$ cat src/rtl/st7789_spi_sink.sv
// ST7789 panel-side receiver: synchronises the 3-wire SCL/SDA/DC stream,
// deserialises it into bytes and decodes CASET/RASET/RAMWR into frame-buffer
// writes. Also tracks display on/off and signals frame completion.
module st7789_spi_sink #(
  parameter int SYNC_STAGES = 2,
  parameter int XMAX        = 239,
  parameter int YMAX        = 239
) (
  input  logic        w_clk,
  input  logic        w_rst,
  input  logic        st7789_SCL,
  input  logic        st7789_SDA,
  input  logic        st7789_DC,
  input  logic        st7789_RES,
  output logic        byte_valid,
  output logic [7:0]  byte_data,
  output logic        byte_dc,
  output logic        pix_we,
  output logic [15:0] pix_addr,
  output logic [15:0] pix_data,
  output logic        disp_on,
  output logic        frame_done
);

  localparam logic [7:0] CMD_SWRESET = 8'h01;
  localparam logic [7:0] CMD_DISPOFF = 8'h28;
  localparam logic [7:0] CMD_DISPON  = 8'h29;
  localparam logic [7:0] CMD_CASET   = 8'h2A;
  localparam logic [7:0] CMD_RASET   = 8'h2B;
  localparam logic [7:0] CMD_RAMWR   = 8'h2C;
  localparam logic [7:0] CMD_MADCTL  = 8'h36;
  localparam logic [7:0] CMD_COLMOD  = 8'h3A;

  localparam logic [7:0] XE_RST = 8'(XMAX);
  localparam logic [7:0] YE_RST = 8'(YMAX);
  localparam logic [8:0] X_LIM  = 9'(XMAX);
  localparam logic [8:0] Y_LIM  = 9'(YMAX);

  typedef enum logic [2:0] {
    S_IDLE, S_P_CA, S_P_RA, S_SKIP1, S_RAM_HI, S_RAM_LO
  } state_t;

  // Deserialiser state: bit counter, partial byte and the registered byte strobe.
  typedef struct packed {
    logic       scl_prev;
    logic [2:0] cnt;
    logic [6:0] shift;
    logic       valid;
    logic [7:0] data;
    logic       dc;
  } des_t;

  localparam des_t DES_RST = '{scl_prev: 1'b1, cnt: 3'd0, shift: 7'd0,
                               valid: 1'b0, data: 8'd0, dc: 1'b0};

  // Decoder state: FSM, address window, write pointer and registered outputs.
  typedef struct packed {
    state_t      st;
    logic [1:0]  pidx;
    logic [7:0]  xs;
    logic [7:0]  xe;
    logic [7:0]  ys;
    logic [7:0]  ye;
    logic [7:0]  x;
    logic [7:0]  y;
    logic [7:0]  hi;
    logic        pix_we;
    logic        frame_done;
    logic [15:0] addr;
    logic [15:0] data;
    logic        disp_on;
  } dec_t;

  localparam dec_t DEC_RST = '{st: S_IDLE, pidx: 2'd0, xs: 8'd0, xe: XE_RST,
                               ys: 8'd0, ye: YE_RST, x: 8'd0, y: 8'd0, hi: 8'd0,
                               pix_we: 1'b0, frame_done: 1'b0, addr: 16'd0,
                               data: 16'd0, disp_on: 1'b0};

  logic [SYNC_STAGES-1:0] scl_sync_q, sda_sync_q, dc_sync_q;
  des_t des_q;
  dec_t dec_q;

  logic scl_s, sda_s, dc_s, scl_fall;
  logic in_range, at_end;

  assign scl_s    = scl_sync_q[SYNC_STAGES-1];
  assign sda_s    = sda_sync_q[SYNC_STAGES-1];
  assign dc_s     = dc_sync_q[SYNC_STAGES-1];
  assign scl_fall = des_q.scl_prev & ~scl_s;

  assign in_range = ({1'b0, dec_q.x} <= X_LIM) && ({1'b0, dec_q.y} <= Y_LIM);
  assign at_end   = (dec_q.x == dec_q.xe) && (dec_q.y == dec_q.ye);

  // Synchronise the serial inputs and shift in SDA on each SCL falling edge.
  // NOTE: w_rst clears asynchronously, st7789_RES low clears on the clock edge;
  // both restore the same idle values (SCL idles high so no false edge follows).
  always_ff @(posedge w_clk or posedge w_rst) begin
    if (w_rst) begin
      scl_sync_q <= '1;
      sda_sync_q <= '0;
      dc_sync_q  <= '0;
      des_q      <= DES_RST;
    end else if (!st7789_RES) begin
      scl_sync_q <= '1;
      sda_sync_q <= '0;
      dc_sync_q  <= '0;
      des_q      <= DES_RST;
    end else begin
      // NOTE: non-blocking assignments throughout, so every flop samples the
      // pre-edge value of its neighbour and the chain shifts one stage per clock.
      scl_sync_q[0] <= st7789_SCL;
      sda_sync_q[0] <= st7789_SDA;
      dc_sync_q[0]  <= st7789_DC;
      for (int i = 1; i < SYNC_STAGES; i++) begin
        scl_sync_q[i] <= scl_sync_q[i-1];
        sda_sync_q[i] <= sda_sync_q[i-1];
        dc_sync_q[i]  <= dc_sync_q[i-1];
      end
      des_q.scl_prev <= scl_s;
      des_q.valid    <= 1'b0;
      if (scl_fall) begin
        des_q.shift <= {des_q.shift[5:0], sda_s};
        des_q.cnt   <= des_q.cnt + 3'd1;
        if (des_q.cnt == 3'd7) begin
          des_q.valid <= 1'b1;
          des_q.data  <= {des_q.shift, sda_s};
          des_q.dc    <= dc_s;
        end
      end
    end
  end

  // Command decoder FSM; advances only on a received byte.
  always_ff @(posedge w_clk or posedge w_rst) begin
    if (w_rst) begin
      dec_q <= DEC_RST;
    end else if (!st7789_RES) begin
      dec_q <= DEC_RST;
    end else begin
      dec_q.pix_we     <= 1'b0;
      dec_q.frame_done <= 1'b0;
      if (des_q.valid) begin
        if (!des_q.dc) begin
          // Any command byte aborts the current sequence.
          dec_q.st   <= S_IDLE;
          dec_q.pidx <= 2'd0;
          case (des_q.data)
            CMD_CASET:  dec_q.st <= S_P_CA;
            CMD_RASET:  dec_q.st <= S_P_RA;
            CMD_RAMWR: begin
              dec_q.st <= S_RAM_HI;
              dec_q.x  <= dec_q.xs;
              dec_q.y  <= dec_q.ys;
            end
            CMD_MADCTL, CMD_COLMOD: dec_q.st <= S_SKIP1;
            CMD_DISPON:  dec_q.disp_on <= 1'b1;
            CMD_DISPOFF: dec_q.disp_on <= 1'b0;
            CMD_SWRESET: begin
              dec_q.disp_on <= 1'b0;
              dec_q.xs      <= 8'd0;
              dec_q.xe      <= XE_RST;
              dec_q.ys      <= 8'd0;
              dec_q.ye      <= YE_RST;
            end
            default: ;
          endcase
        end else begin
          case (dec_q.st)
            S_P_CA, S_P_RA: begin
              dec_q.pidx <= dec_q.pidx + 2'd1;
              if (dec_q.pidx == 2'd1) begin
                if (dec_q.st == S_P_CA) dec_q.xs <= des_q.data;
                else                    dec_q.ys <= des_q.data;
              end
              if (dec_q.pidx == 2'd3) begin
                if (dec_q.st == S_P_CA) dec_q.xe <= des_q.data;
                else                    dec_q.ye <= des_q.data;
                dec_q.st <= S_IDLE;
              end
            end
            S_SKIP1: dec_q.st <= S_IDLE;
            S_RAM_HI: begin
              dec_q.hi <= des_q.data;
              dec_q.st <= S_RAM_LO;
            end
            S_RAM_LO: begin
              dec_q.st <= S_RAM_HI;
              if (in_range) begin
                dec_q.pix_we     <= 1'b1;
                dec_q.frame_done <= at_end;
                dec_q.addr       <= {dec_q.y, dec_q.x};
                dec_q.data       <= {dec_q.hi, des_q.data};
              end
              if (dec_q.x == dec_q.xe) begin
                dec_q.x <= dec_q.xs;
                dec_q.y <= (dec_q.y == dec_q.ye) ? dec_q.ys : dec_q.y + 8'd1;
              end else begin
                dec_q.x <= dec_q.x + 8'd1;
              end
            end
            default: ;
          endcase
        end
      end
    end
  end

  assign byte_valid = des_q.valid;
  assign byte_data  = des_q.data;
  assign byte_dc    = des_q.dc;
  assign pix_we     = dec_q.pix_we;
  assign pix_addr   = dec_q.addr;
  assign pix_data   = dec_q.data;
  assign disp_on    = dec_q.disp_on;
  assign frame_done = dec_q.frame_done;

endmodule
$ cat config.mk
export PLATFORM = sky130hd
export DESIGN_NAME = st7789_spi_sink
export DESIGN_NICKNAME = d
export VERILOG_FILES = /design/src/rtl/st7789_spi_sink.sv
export SDC_FILE = /design/constraint.sdc
export NUM_CORES = 1
export LEC_CHECK = 0
export ABC_AREA = 1
export BUFFER_PORTS_ARGS = -buffer_cell sky130_fd_sc_hd__buf_2
export CAP_MARGIN = 20
export CORE_MARGIN = 2
export CORE_UTILIZATION = 40
export DETAILED_ROUTE_END_ITERATION = 10
export GPL_TIMING_DRIVEN = 0
export PLACE_DENSITY = 0.69
export SYNTH_ARGS = -nofsm -noshare
export SYNTH_HDL_FRONTEND = slang
export SYNTH_SLANG_ARGS = --single-unit
$ cat constraint.sdc
create_clock -name w_clk -period 4.4 [get_ports w_clk]
set_input_delay 0.88 -clock w_clk [delete_from_list [all_inputs] [get_ports w_clk]]
set_output_delay 0.88 -clock w_clk [all_outputs]
set_load 0.05 [all_outputs]
==> flow_metrics.tcl <==
set metrics [dict create \
    status "completed" \
    clk_path_buf_depth 2 \
    fillers 1468 \
    timing.critical_path.cells "buf_4 > buf_2" \
    synth-simple-area-share_pct 24.2 \
    cts_num_sinks 123 \
    grt_overflow 0 \
    final_routed_wirelength_mm 14.7 \
    drtPass1Iterations 7 \
    fin_crit_ns 2.31 \
    synth_top_cells_by_area "sky130_fd_sc_hd__dfrtp_1 (42%), sky130_fd_sc_hd__nand2_1 (12%), sky130_fd_sc_hd__dfstp_2 (7.1%), sky130_fd_sc_hd__nand3_1 (6.9%), sky130_fd_sc_hd__buf_4 (5.4%)" \
    post-route-period-util_pct 52.4 \
    hold_path.class "in2async" \
    pwr_total_mw 2.68 \
    holdBufCountCts 0 \
    die-area_sq_um 16700 \
    clock_tree.root_cell "sky130_fd_sc_hd__clkbuf_16" \
    syn_to_final_growth_pct 17.9 \
    maxCapViolations 0 \
    die_w_um 129 \
    post_synth_inst_count 732 \
    postSynthAreaPerCell_sq_um 8.55 \
    wire_per_inst_um 14.3 \
    postSynthNetCount 744 \
    ys_top_cells_by_count "sky130_fd_sc_hd__nand2_1 (193), sky130_fd_sc_hd__dfrtp_1 (106), sky130_fd_sc_hd__nand3_1 (86)" \
    critical_path.slowest_cell "sky130_fd_sc_hd__dfrtp_1" \
    hold_ws_ns 0.432 \
    portBuffers 49 \
    drc_errors 0 \
    power.clock.fraction_pct 51.5 \
    synth-warning-count 0 \
    diodes 0 \
    grt_first_pass_wirelength_mm 24.6 \
    number_of_antenna_violations_at_the_first_check_in_global_routing 0 \
    grt_setup_unrepaired "no" \
    measured_slew_at_the_worst_slew_check_pin_ns 0.586 \
    place.detailed.hpwl_mm 10.4 \
    switching_share_pct 22.9 \
    powerDensity_nw_per_um2 363 \
    worst_path_largest_cell_delay_ns 0.58 \
    setup.worst_path.end_class "primary output" \
    drtIter0Drc 406 \
    synth_fa_ha_area_share_pct 1.20 \
    clk_transition_reported_paths_ns 0.06 \
    clock_tree_from_tritoncts "done" \
    synth_cell_type_count 35 \
    setup_violations 0 \
    synth_edf_count 0 \
    worstPathArrival_ns 1.43 \
    timing_hold_violations_final 0 \
    post_synth_xor_area_fraction_pct 2.24 \
    synth_seq_cells 123 \
    combPwrFrac_pct 4.5 \
    fin_skew_ns 0.00832 \
    maximum_number_of_pins_on_one_net_before_global_route_repair 91 \
    async_reset_ff_share_pct 100 \
    prevailing_post_synth_register_cell "sky130_fd_sc_hd__dfrtp_1" \
    clkLatencyLatePin_ns 0.43 \
    post_cts_resize_count 0 \
    global_route.usage.total_pct 19.0 \
    synthMuxAreaShare_pct 0.160 \
    first_global_vias 4894 \
    synth_sequential_area_ratio_pct 49.5 \
    fmax_mhz 433 \
    final_layout_size_suffix_gt1_share_pct 26.2 \
    post_cts.repair.setup_buffers 0 \
    largest_family_of_logic_cells_by_synthesized_area "simple AND/OR/NAND/NOR gates" \
    syn-cell-area_sq_um 6260 \
    initial_utilization_pct 41.0 \
    tritoncts.num_buffers 17 \
    via_per_inst 4.88 \
    routabilityCongestion 0.836 \
    timing.slew.headroom_pct 60.9 \
    dr_total_vias 5004 \
    design.core.area_sq_um 15300 \
    ir_worst_vdd_mv 0.268 \
    power_leakage_nw 3.70 \
    cp_num_buf_inv 2 \
    crit_fanout 8 \
    drv_slew 0 \
    worst_path_dominant_cell_family "flip-flops" \
    p_int_mw 2.06 \
    worst-endpoint-required_ns 3.52 \
    critical_path.startpoint_type "flip-flop" \
    io_pins 51 \
    nNetsFinal 813 \
    ant_nets 0 \
    synth_compound_gate_area_share_pct 10.6 \
    die-height_um 129 \
    yosys.area.top_type "sky130_fd_sc_hd__dfrtp_1" \
    synth_most_common_cell "sky130_fd_sc_hd__nand2_1" \
    setup.worst_path.class "reg2out" \
    share_seq_of_total_power_pct 44.0 \
    num_rows 45 \
    htreeDepth 4 \
    net-switching-power_mw 0.613 \
    netlist.area_leader.share_pct 42.4 \
]
-- kinds of logic after synthesis --
logic type,count (synthesis)
buffers and inverters,146
multiplexers,1
AND/OR/NAND/NOR,341
XOR/XNOR,16
AO/OA/AOI/OAI,99
flip-flops,123
adder cells (fa/ha/maj),6
-- sequential cells by signal, indices dropped and copies added (netlist names) --
name        count
byte_data       8
des_q          11
frame_done      1
pix_we          1
disp_on         1
scl_sync_q      2
sda_sync_q      2
byte_dc         1
pix_addr       16
byte_valid      1
dec_q          61
dc_sync_q       2
pix_data       16
-- layer usage --
| layer | vias up | global-route usage, % | part of all wire [%] |
|---|---|---|---|
| met5 | - | 0 | 0 |
| met4 | 0 | 9.34 | 2.5 |
| met3 | 35 | 4.38 | 4.6 |
| met2 | 117 | 30.3 | 47 |
| met1 | 2375 | 24.5 | 46 |
| li1 | 2477 | - | - |
-- stage by stage --
| step | TNS [ns] | setup WS (ns) | util, % | cells | instance area (sq um) |
|---|---|---|---|---|---|
| 6_report | 0 | 2.09 | 48.4 | 1025 | 7380 |
| 5_1_grt | 0 | 2.05 | 48.4 | 1025 | 7380 |
| 4_1_cts | 0 | 2.09 | 48.4 | 1025 | 7380 |
| 3_5_place_dp | 0 | 1.97 | 44.6 | 993 | 6800 |
| 3_3_place_gp | -121.70 | -1.16 | 44.3 | 992 | 6770 |
| 2_1_floorplan | 0 | 0.277 | - | 732 | 6260 |
-- placed cells by master, fill, tap and decap left out, types with 3 or more instances in the layout --
master                      netlist  layout
sky130_fd_sc_hd__dfrtp_1        106     106
sky130_fd_sc_hd__o21ai_0         13      13
sky130_fd_sc_hd__xor2_1           6       6
sky130_fd_sc_hd__buf_2            4      53
sky130_fd_sc_hd__nand2_1        193     193
sky130_fd_sc_hd__o21ai_2         31      31
sky130_fd_sc_hd__nand4_4          4       4
sky130_fd_sc_hd__ha_1             6       6
sky130_fd_sc_hd__clkbuf_16        0      17
sky130_fd_sc_hd__nor2_2           4       4
sky130_fd_sc_hd__nand3_1         86      86
sky130_fd_sc_hd__buf_6            4       4
sky130_fd_sc_hd__clkinv_2         0       3
sky130_fd_sc_hd__nor2_1          35      35
sky130_fd_sc_hd__buf_1            5       5
sky130_fd_sc_hd__nand2_2          5       5
sky130_fd_sc_hd__or2_2            3       3
sky130_fd_sc_hd__clkbuf_1         6       9
sky130_fd_sc_hd__dfstp_2         17      17
sky130_fd_sc_hd__xnor2_1         10      10
sky130_fd_sc_hd__o22ai_1         19      19
sky130_fd_sc_hd__nand4_1          5       5
sky130_fd_sc_hd__o21ai_1         27      27
sky130_fd_sc_hd__buf_4           45      45
sky130_fd_sc_hd__inv_1           69      68
sky130_fd_sc_hd__nor3_1           4       4
sky130_fd_sc_hd__inv_2           11      11
-- layout make-up --
class                   count  area, sq um  share of cell area [%]
repair buffers             50          273                    3.70
inverters                  81          309                    4.19
well taps                 211          264                    3.58
clock buffers              22          464                    6.29
flip-flops and latches    123         3100                    42.0
multi-input cells         463         2400                    32.6
plain buffers              65          449                    6.09
clock inverters            10          116                    1.58
-- worst register-to-register path, stage by stage, from the launching register on --
cell and delay [ns]:
sky130_fd_sc_hd__dfrtp_1 0.45, sky130_fd_sc_hd__nor2_1 0.17, sky130_fd_sc_hd__nand2_1 0.09, sky130_fd_sc_hd__nor2_2 0.16, sky130_fd_sc_hd__nand2_1 0.10, sky130_fd_sc_hd__nand2_1 0.09
sky130_fd_sc_hd__nand2_1 0.27, sky130_fd_sc_hd__inv_2 0.11, sky130_fd_sc_hd__nand2_1 0.23, sky130_fd_sc_hd__nand2_1 0.13, sky130_fd_sc_hd__nand2_1 0.06
-- power by group through the flow --
stage | combinational [mW] | sequential (mW) | clock [mW]
after global routing | 0.138 | 1.18 | 1.44
after CTS | 0.123 | 1.18 | 1.39
after floorplan | 0.0930 | 1.19 | 0
final | 0.121 | 1.18 | 1.38
after global placement | 0.117 | 1.20 | 0
after detailed placement | 0.122 | 1.20 | 0
-- path summary, 6_finish.rpt --
kind                                from            end  slack [ns]  depth (start not counted)
setup / recovery            byte_data[0]   byte_data[0]        2.09                          2
hold / removal                     w_rst   byte_data[5]        0.43                          2
setup reg to reg            byte_data[7]      dec_q[48]        2.42                         10
hold reg to reg            sda_sync_q[0]  sda_sync_q[1]        0.44                          2
max in group asynchronous          w_rst      dec_q[62]        3.20                          3
min in group w_clk         sda_sync_q[0]  sda_sync_q[1]        0.44                          2
No activity file was read; power rests on OpenSTA's default activity.
